===== src/rtl/mesi_pkg.sv =====
// Shared MESI encodings, snooped bus commands and snoop-controller FSM states.
package mesi_pkg;

  typedef enum logic [1:0] {
    MESI_I = 2'b00,
    MESI_S = 2'b01,
    MESI_E = 2'b10,
    MESI_M = 2'b11
  } mesi_state_t;

  typedef enum logic [1:0] {
    CMD_NOP     = 2'b00,
    CMD_BUSRD   = 2'b01,
    CMD_BUSRDX  = 2'b10,
    CMD_BUSUPGR = 2'b11
  } bus_cmd_t;

  typedef enum logic [2:0] {
    SNP_IDLE,
    SNP_REQ,
    SNP_CMP,
    SNP_WB,
    SNP_UPD,
    SNP_RESP
  } snp_fsm_t;

endpackage


===== src/rtl/mesi_snoop_next.sv =====
// Combinational MESI snoop downgrade: current line state and bus command in,
// new line state, flush-required and protocol-error flags out.
module mesi_snoop_next
  import mesi_pkg::*;
(
  input  mesi_state_t cur_state,
  input  bus_cmd_t    cmd,
  output mesi_state_t next_state,
  output logic        flush,
  output logic        err
);

  always_comb begin
    next_state = cur_state;
    flush      = 1'b0;
    err        = 1'b0;
    case (cmd)
      CMD_BUSRD: begin
        if (cur_state != MESI_I) next_state = MESI_S;
        flush = (cur_state == MESI_M);
      end
      CMD_BUSRDX: begin
        next_state = MESI_I;
        flush      = (cur_state == MESI_M);
      end
      CMD_BUSUPGR: begin
        // A Modified line cannot legally see an upgrade; drop it without flushing.
        next_state = MESI_I;
        err        = (cur_state == MESI_M);
      end
      default: ;
    endcase
  end

endmodule


===== src/rtl/mesi_snoop_ctrl.sv =====
// Set-associative MESI snooper: accepts one bus transaction at a time, looks up
// the indexed set through the shared tag/state array and downgrades the hit way.
module mesi_snoop_ctrl
  import mesi_pkg::*;
#(
  parameter int unsigned ADDR_W   = 32,
  parameter int unsigned OFFSET_W = 6,
  parameter int unsigned INDEX_W  = 6,
  parameter int unsigned TAG_W    = ADDR_W - INDEX_W - OFFSET_W,
  parameter int unsigned WAYS     = 4,
  parameter int unsigned WAY_W    = (WAYS > 1) ? $clog2(WAYS) : 1
) (
  input  logic                    clk,
  input  logic                    rst,
  input  logic                    bus_valid,
  output logic                    bus_ready,
  input  logic [ADDR_W-1:0]       bus_addr,
  input  logic [1:0]              bus_cmd,
  output logic                    arr_req,
  input  logic                    arr_gnt,
  output logic [INDEX_W-1:0]      arr_index,
  input  logic [WAYS*TAG_W-1:0]   arr_rd_tag,
  input  logic [WAYS*2-1:0]       arr_rd_state,
  output logic                    arr_we,
  output logic [WAY_W-1:0]        arr_way,
  output logic [1:0]              arr_wr_state,
  output logic                    wb_req,
  output logic [INDEX_W-1:0]      wb_index,
  output logic [WAY_W-1:0]        wb_way,
  input  logic                    wb_ack,
  output logic                    snp_done,
  output logic                    snp_hit,
  output logic                    snp_shared,
  output logic                    snp_dirty,
  output logic                    proto_err
);

  snp_fsm_t           state, state_nxt;
  logic [TAG_W-1:0]   tag_q;
  logic [INDEX_W-1:0] index_q;
  bus_cmd_t           cmd_q;
  logic [WAY_W-1:0]   way_q;
  mesi_state_t        wr_state_q;
  logic               hit_q, shared_q, dirty_q;

  logic               any_hit, multi_hit;
  logic [WAY_W-1:0]   hit_way;
  mesi_state_t        hit_state;
  mesi_state_t        new_state;
  logic               need_flush, upd_err;

  logic [OFFSET_W-1:0] unused_offset;
  assign unused_offset = bus_addr[OFFSET_W-1:0];

  // Lowest-numbered valid way with a matching tag wins; any further match is flagged.
  always_comb begin
    mesi_state_t way_st;
    any_hit   = 1'b0;
    multi_hit = 1'b0;
    hit_way   = '0;
    hit_state = MESI_I;
    for (int unsigned w = 0; w < WAYS; w++) begin
      way_st = mesi_state_t'(arr_rd_state[2*w +: 2]);
      if (way_st != MESI_I && arr_rd_tag[TAG_W*w +: TAG_W] == tag_q) begin
        if (any_hit) begin
          multi_hit = 1'b1;
        end else begin
          any_hit   = 1'b1;
          hit_way   = WAY_W'(w);
          hit_state = way_st;
        end
      end
    end
  end

  mesi_snoop_next u_next (
    .cur_state  (hit_state),
    .cmd        (cmd_q),
    .next_state (new_state),
    .flush      (need_flush),
    .err        (upd_err)
  );

  always_ff @(posedge clk or posedge rst) begin
    if (rst) state <= SNP_IDLE;
    else     state <= state_nxt;
  end

  always_comb begin
    state_nxt = state;
    bus_ready = 1'b0;
    arr_req   = 1'b0;
    arr_we    = 1'b0;
    wb_req    = 1'b0;
    snp_done  = 1'b0;
    proto_err = 1'b0;
    case (state)
      SNP_IDLE: begin
        bus_ready = 1'b1;
        if (bus_valid) begin
          state_nxt = (bus_cmd_t'(bus_cmd) == CMD_NOP) ? SNP_RESP : SNP_REQ;
        end
      end
      SNP_REQ: begin
        arr_req = 1'b1;
        if (arr_gnt) state_nxt = SNP_CMP;
      end
      SNP_CMP: begin
        arr_req   = 1'b1;
        proto_err = multi_hit | (any_hit & upd_err);
        if (!any_hit)       state_nxt = SNP_RESP;
        else if (need_flush) state_nxt = SNP_WB;
        else                 state_nxt = SNP_UPD;
      end
      SNP_WB: begin
        arr_req = 1'b1;
        wb_req  = 1'b1;
        if (wb_ack) state_nxt = SNP_UPD;
      end
      SNP_UPD: begin
        arr_req   = 1'b1;
        arr_we    = 1'b1;
        state_nxt = SNP_RESP;
      end
      SNP_RESP: begin
        snp_done  = 1'b1;
        state_nxt = SNP_IDLE;
      end
      default: state_nxt = SNP_IDLE;
    endcase
  end

  always_ff @(posedge clk or posedge rst) begin
    if (rst) begin
      tag_q      <= '0;
      index_q    <= '0;
      cmd_q      <= CMD_NOP;
      way_q      <= '0;
      wr_state_q <= MESI_I;
      hit_q      <= 1'b0;
      shared_q   <= 1'b0;
      dirty_q    <= 1'b0;
    end else begin
      if (state == SNP_IDLE && bus_valid) begin
        tag_q    <= bus_addr[ADDR_W-1 -: TAG_W];
        index_q  <= bus_addr[OFFSET_W +: INDEX_W];
        cmd_q    <= bus_cmd_t'(bus_cmd);
        hit_q    <= 1'b0;
        shared_q <= 1'b0;
        dirty_q  <= 1'b0;
      end
      if (state == SNP_CMP && any_hit) begin
        way_q      <= hit_way;
        wr_state_q <= new_state;
        hit_q      <= 1'b1;
        shared_q   <= (new_state == MESI_S);
        dirty_q    <= need_flush;
      end
    end
  end

  assign arr_index    = index_q;
  assign arr_way      = way_q;
  assign arr_wr_state = wr_state_q;
  assign wb_index     = index_q;
  assign wb_way       = way_q;
  assign snp_hit      = snp_done & hit_q;
  assign snp_shared   = snp_done & shared_q;
  assign snp_dirty    = snp_done & dirty_q;

endmodule


===== config.mk =====
export PLATFORM = sky130hd
export DESIGN_NAME = mesi_snoop_ctrl
export DESIGN_NICKNAME = d
export VERILOG_FILES = /design/src/rtl/mesi_pkg.sv /design/src/rtl/mesi_snoop_next.sv /design/src/rtl/mesi_snoop_ctrl.sv
export SDC_FILE = /design/constraint.sdc
export NUM_CORES = 1
export LEC_CHECK = 0
export BUFFER_PORTS_ARGS = -buffer_cell sky130_fd_sc_hd__buf_2
export CORE_MARGIN = 4
export CORE_UTILIZATION = 25
export CTS_CLUSTER_DIAMETER = 50
export DETAILED_ROUTE_END_ITERATION = 8
export PLACE_DENSITY = 0.45
export SYNTH_ARGS = -nofsm -noshare
export SYNTH_HDL_FRONTEND = slang
export SYNTH_HIERARCHICAL = 1
export SYNTH_SLANG_ARGS = --single-unit

===== constraint.sdc =====
create_clock -name clk -period 5.31 [get_ports clk]
set_clock_uncertainty 0.15 [all_clocks]
set_input_delay 1.3275 -clock clk [delete_from_list [all_inputs] [get_ports clk]]
set_output_delay 1.3275 -clock clk [all_outputs]
set_load 0.01 [all_outputs]

# == Word-level counts from Yosys, hierarchy flattened ==
# Index checks and enable logic that the tools add are counted.
# Widths: inputs -> output; s select.
# totals
inputBits,127
output_inout_bits,27
regBits,38
word_cells,93
# classes
n_bitwise,5
n_eq_ne,17
reduce_logical,18
n_mux,44
# ops
cell,n
$eq 20x20->1,4
$mux 1,24
$mux 2,12
$mux 3,6
$pmux 3 s5,1
$reduce_bool 2->1,6
$eq 2x2->1 const B,3
$eq 3x2->1 const B,2
$eq 3x3->1 const B,2
$logic_and 1x1->1,6
$ne 2x2->1 const B,3
$and 1x1->1,4
$eq 2x1->1 const B,2
$pmux 2 s2,1
$reduce_or 2->1,2
$reduce_or 4->1,1
$eq 3x1->1 const B,1
$logic_not 3->1,1
$reduce_and 3->1,1
$logic_not 2->1,1
$or 1x1->1,1

# == Longest topological paths before layout ==
# depth
word_depth,14
ltp_mapped,12
ltp_nobuf,11

# == By module ==
# The synthesis kept the hierarchy.
# by_module_without_submodules
mod,seq_area_each_um2,area_each_um2,cells_each,n_inst
mesi_snoop_ctrl,950.9,2864.0,339,1
mesi_snoop_next,0.0,82.6,10,1

# == Least setup slack after synthesis ==
# No wires, ideal clock.
# synth_timing
path_kind,input-to-output
start,input port arr_rd_tag[38]
end,output port proto_err
required_ns,3.833
stages,9
path_buffers,0
arrival_ns,2.953
setup_slack_ns,0.879
cell_sequence,xnor2_1 > nand4_1 > nor4_4 > o2111ai_4 > and2_1 > a22oi_1 > and3_2 > a21oi_1 > nor2_1
# synth_via
elab_chain_cells,12
word_cells_on_any_way,20
cone_classes,eq/ne: 2; mux: 15; bitwise: 2; reduce/logical: 1
# synth_rtl
item,line,source
"start, declared",mesi_snoop_ctrl.sv:22,"input logic [WAYS*TAG_W-1:0] arr_rd_tag,"
$eq 20x20->1 *,mesi_snoop_ctrl.sv:64,if (way_st != MESI_I && arr_rd_tag[TAG_W*w +: TAG_W] == tag_q) begin
$logic_and 1x1->1 *,mesi_snoop_ctrl.sv:64,
$mux 2 / $mux 1 (equally long branches),mesi_snoop_ctrl.sv:64,
$mux 2,mesi_snoop_ctrl.sv:65,if (any_hit) begin
$mux 2,mesi_snoop_ctrl.sv:64,
$mux 2,mesi_snoop_ctrl.sv:65,
$mux 2 *,mesi_snoop_ctrl.sv:64,
via hit_state[1],mesi_snoop_ctrl.sv:48,mesi_state_t hit_state;
$eq 2x2->1 *,mesi_snoop_next.sv:29,err = (cur_state == MESI_M);
$mux 1 *,mesi_snoop_next.sv:17,case (cmd)
via upd_err,mesi_snoop_ctrl.sv:50,"logic need_flush, upd_err;"
$and 1x1->1 *,mesi_snoop_ctrl.sv:110,proto_err = multi_hit | (any_hit & upd_err);
$or 1x1->1 *,mesi_snoop_ctrl.sv:110,
$mux 1 *,mesi_snoop_ctrl.sv:97,case (state)
"end, declared",mesi_snoop_ctrl.sv:35,output logic proto_err
# The timed path passes the listed nets; every way through them passes the cells marked *.

# == Worst setup path in the final report ==
# layout_timing
start,input port arr_rd_tag[13]
end,output port proto_err
# layout_via
elab_chain_cells,14
word_cells_on_any_way,24
cone_classes,eq/ne: 2; mux: 19; bitwise: 2; reduce/logical: 1
# layout_rtl
item,line
$eq 20x20->1 *,mesi_snoop_ctrl.sv:64
$logic_and 1x1->1 *,mesi_snoop_ctrl.sv:64
$mux 2 / $mux 1 (equally long branches),mesi_snoop_ctrl.sv:64
$mux 2,mesi_snoop_ctrl.sv:65
$mux 2,mesi_snoop_ctrl.sv:64
$mux 2,mesi_snoop_ctrl.sv:65
$mux 2,mesi_snoop_ctrl.sv:64
$mux 2,mesi_snoop_ctrl.sv:65
$mux 2 *,mesi_snoop_ctrl.sv:64
via hit_state[1],mesi_snoop_ctrl.sv:48
$eq 2x2->1 *,mesi_snoop_next.sv:29
$mux 1 *,mesi_snoop_next.sv:17
via upd_err,mesi_snoop_ctrl.sv:50
$and 1x1->1 *,mesi_snoop_ctrl.sv:110
$or 1x1->1 *,mesi_snoop_ctrl.sv:110
$mux 1 *,mesi_snoop_ctrl.sv:97
# Marks and branches as above.

==> results.sh <==
export IMPL_finalHoldViolations=0
export IMPL_synth_most_common_cell="nand2_1"
export IMPL_max_slew_margin_pct=44.18
export IMPL_cts_root_buf="clkbuf_16"
export IMPL_numCtsBuffers=5
export IMPL_synth_edf_count=0
export IMPL_crit_family="simple AND/OR/NAND/NOR gates"
export IMPL_clock_fmax_mhz=199.1
export IMPL_timing_rr_end="arr_wr_state[0]"
export IMPL_synth_compound_area_share_pct=7.431
export IMPL_vias=2712
export IMPL_final_nets=604
export IMPL_avgSynthCellArea_um2=8.443
export IMPL_dp_final_hpwl_mm=7.775
export IMPL_ant_nets=0
export IMPL_clockBufferDepth=2
export IMPL_die_h_um=116.6
export IMPL_placed_cells=610
export IMPL_final_cell_count_no_fill=618
export IMPL_synth_xor_area_share_pct=23.78
export IMPL_r2r_start="tag_q[13]"
export IMPL_antenna_cells=0
export IMPL_worstRegToRegCells=11
export IMPL_drc=0
export IMPL_die_area_um2=13590
export IMPL_max_cap_viol_count=0
export IMPL_yosys_area_share_simple_pct=25.22
export IMPL_cts_resized=0
export IMPL_syn_inst=349
export IMPL_gp_congestion=0.8163
export IMPL_ys_flop_type="dfrtp_1"
export IMPL_holdPathStages=2
export IMPL_ioPinCount=154
export IMPL_clkTransAtPathRegs_ps=60
export IMPL_cp_start_kind="input port"
export IMPL_die_x_um=116.6
export IMPL_grt_overflow=0
export IMPL_period_share_pct=94.58
export IMPL_grt_pass1_vias=2808
export IMPL_synth_top_family_by_area="simple AND/OR/NAND/NOR gates"
export IMPL_first_pass_iters=4
export IMPL_cts_tree="built"
export IMPL_grt_max_degree=39
export IMPL_post_drt_wl_per_cell_um=15.39
export IMPL_crit_chain="buf_2 > xnor2_1 > nand4_1 > nor4_1 > buf_4 > nand4_1 > and2_1 > a22oi_1 > and3_2 > a21oi_1 > nor2_1 > buf_2"
export IMPL_crit_path_end="proto_err"
export IMPL_rsz0062_at_grt="no"
export IMPL_antenna_found_initial=0
export IMPL_htreeDepth=2
export IMPL_status="finished clean"
export IMPL_synthAdderAreaFrac_pct=1.274
export IMPL_worstPathArrival_ps=3540
export IMPL_grt_pass1_wl_mm=14.37
export IMPL_start_util_pct=25.70
export IMPL_drt_iter0_drc=55
export IMPL_yosysTopAreaCellShare_pct=32.27
export IMPL_portBuffers=147
export IMPL_syn_area_um2=2947
export IMPL_yosys_top_cells_area="dfrtp_1 32%, xnor2_1 17%, nand2_1 12%"
export IMPL_synth_async_sr_flop_share_pct=100.0
export IMPL_viasPerCell=4.388
export IMPL_crit_start="arr_rd_tag[13]"
export IMPL_core_area_um2=11470
export IMPL_clock_sinks=38
export IMPL_ys_seq_elements=38
export IMPL_worst_ep_required_time_ps=3830
export IMPL_synth_mux_area_share_pct=1.699
export IMPL_yosysTopAreaCell="dfrtp_1"
export IMPL_worstSetupPathType="input port to primary output"
export IMPL_crit_path_max_fanout=4
export IMPL_grt_usage_pct=13.79
export IMPL_setup_violations=0
export IMPL_crit_path_end_kind="primary output"
export IMPL_power_leakage_uw=0.001933
export IMPL_post_cts_buffers=0
export IMPL_synth_cell_type_count=39
export IMPL_num_rows=39
export IMPL_syn2layout_area_growth_pct=30.28
export IMPL_path_buf_inv=3
export IMPL_clkLatencyLatePin_ps=280
export IMPL_drive_gt1_share_pct=37.05
export IMPL_syn_num_nets=479
export IMPL_ctsHoldBuffers=0
export IMPL_path_depth=12
export IMPL_ir_worst_vdd_v=0.0001812
export IMPL_r2r_setup_slack_ps=2360
export IMPL_min_period_ps=5022
export IMPL_synth_seq_area_share_pct=32.27
export IMPL_synth_common_cells="94 x nand2_1, 56 x xnor2_1, 38 x dfrtp_1, 24 x xor2_1, 13 x buf_2"
export IMPL_hold_class="flop to flop"
export IMPL_slew_violations=0
export IMPL_ys_warn_count=6
export IMPL_fin_tns_setup_ps=0
export IMPL_powerDensity_nw_per_um2=428.4
export IMPL_wl_mm=9.510
export IMPL_slowest_delay_ps=500
export IMPL_slowest_stage="nor4_1"
export IMPL_tightest_slew_ps=836.1
## worst min-delay path: cells and delay by family (launching register included)
family | cells | cell delay (ps)
AND/OR/NAND/NOR | 2 | 110
flip-flops | 1 | 340
## flip-flops by register name, summed over array words and instances (netlist names)
name          cells
dirty_q           1
arr_way           2
cmd_q             2
arr_wr_state      2
shared_q          1
arr_index         6
tag_q            20
hit_q             1
state             3
## cells by family after synthesis
family,count (synthesis)
buffers and inverters,42
xor gates and xnor gates,80
adders and majority gates,3
muxes,4
AOI/OAI and AO/OA,30
DFF,38
and+or+nand+nor,152
## report_power, final
part | switching [uW] | internal (uW)
Clock | 122 | 186
Sequential | 219 | 399
Combinational | 364 | 355
Total | 705 | 940
## cell usage in the layout, fill, tap and decap left out, types with 3 or more instances in the layout
| cell | n |
|---|---|
| o22a_1 | 3 |
| nor3_1 | 3 |
| nand4_1 | 12 |
| nor2_1 | 10 |
| xor2_1 | 24 |
| nand2_1 | 94 |
| nand3_1 | 3 |
| buf_2 | 147 |
| o21ai_0 | 10 |
| dfrtp_1 | 38 |
| clkbuf_16 | 5 |
| and2_1 | 8 |
| nor2b_1 | 4 |
| ha_1 | 3 |
| nor4_2 | 3 |
| a21oi_1 | 6 |
| nor4_1 | 5 |
| o211ai_1 | 3 |
| buf_4 | 6 |
| xnor2_1 | 56 |
| inv_1 | 6 |
## through the flow
step	setup WS, ps	util, %	hold slack (ps)	cell area [um^2]	total power (uW)
finish	287.8	33.48	331.9	3839	1645
global route	54.73	33.48	391.1	3839	1794
CTS	277.0	33.48	340.9	3839	1679
detailed placement	290.9	32.15	325.5	3687	1362
global placement	287.2	32.15	303.3	3687	1346
floorplan	879.1	-	288.7	2947	1187
## worst min-delay path by stage
stage                     slack [ps]      endpoint          from
after floorplan                  290         hit_q         hit_q
after detailed placement         330         hit_q         hit_q
after CTS                        340         hit_q         hit_q
after global placement           300         hit_q         hit_q
final                            330         hit_q         hit_q
after global routing             390  arr_index[5]  arr_index[5]
## final cells by class
type                            count  area, um^2
Clock buffer                        6       138.9
Multi-Input combinational cell    269        1750
Sequential cell                    38       950.9
Clock inverter                      2       12.51
Tap cell                          143       178.9
Timing Repair Buffer              153       780.7
Inverter                            7       26.28
Fill cell                        1239        7629
## per-layer routing
layer / wire [um] / up-vias / global-route usage (%)
met5: 0 / - / 0
met3: 630 / 2 / 3.161
met2: 4563 / 85 / 23.49
met4: 33 / 0 / 2.294
met1: 4283 / 1253 / 18.17
li1: - / 1372 / -
Note: power is estimated with default switching activity, not from simulation.
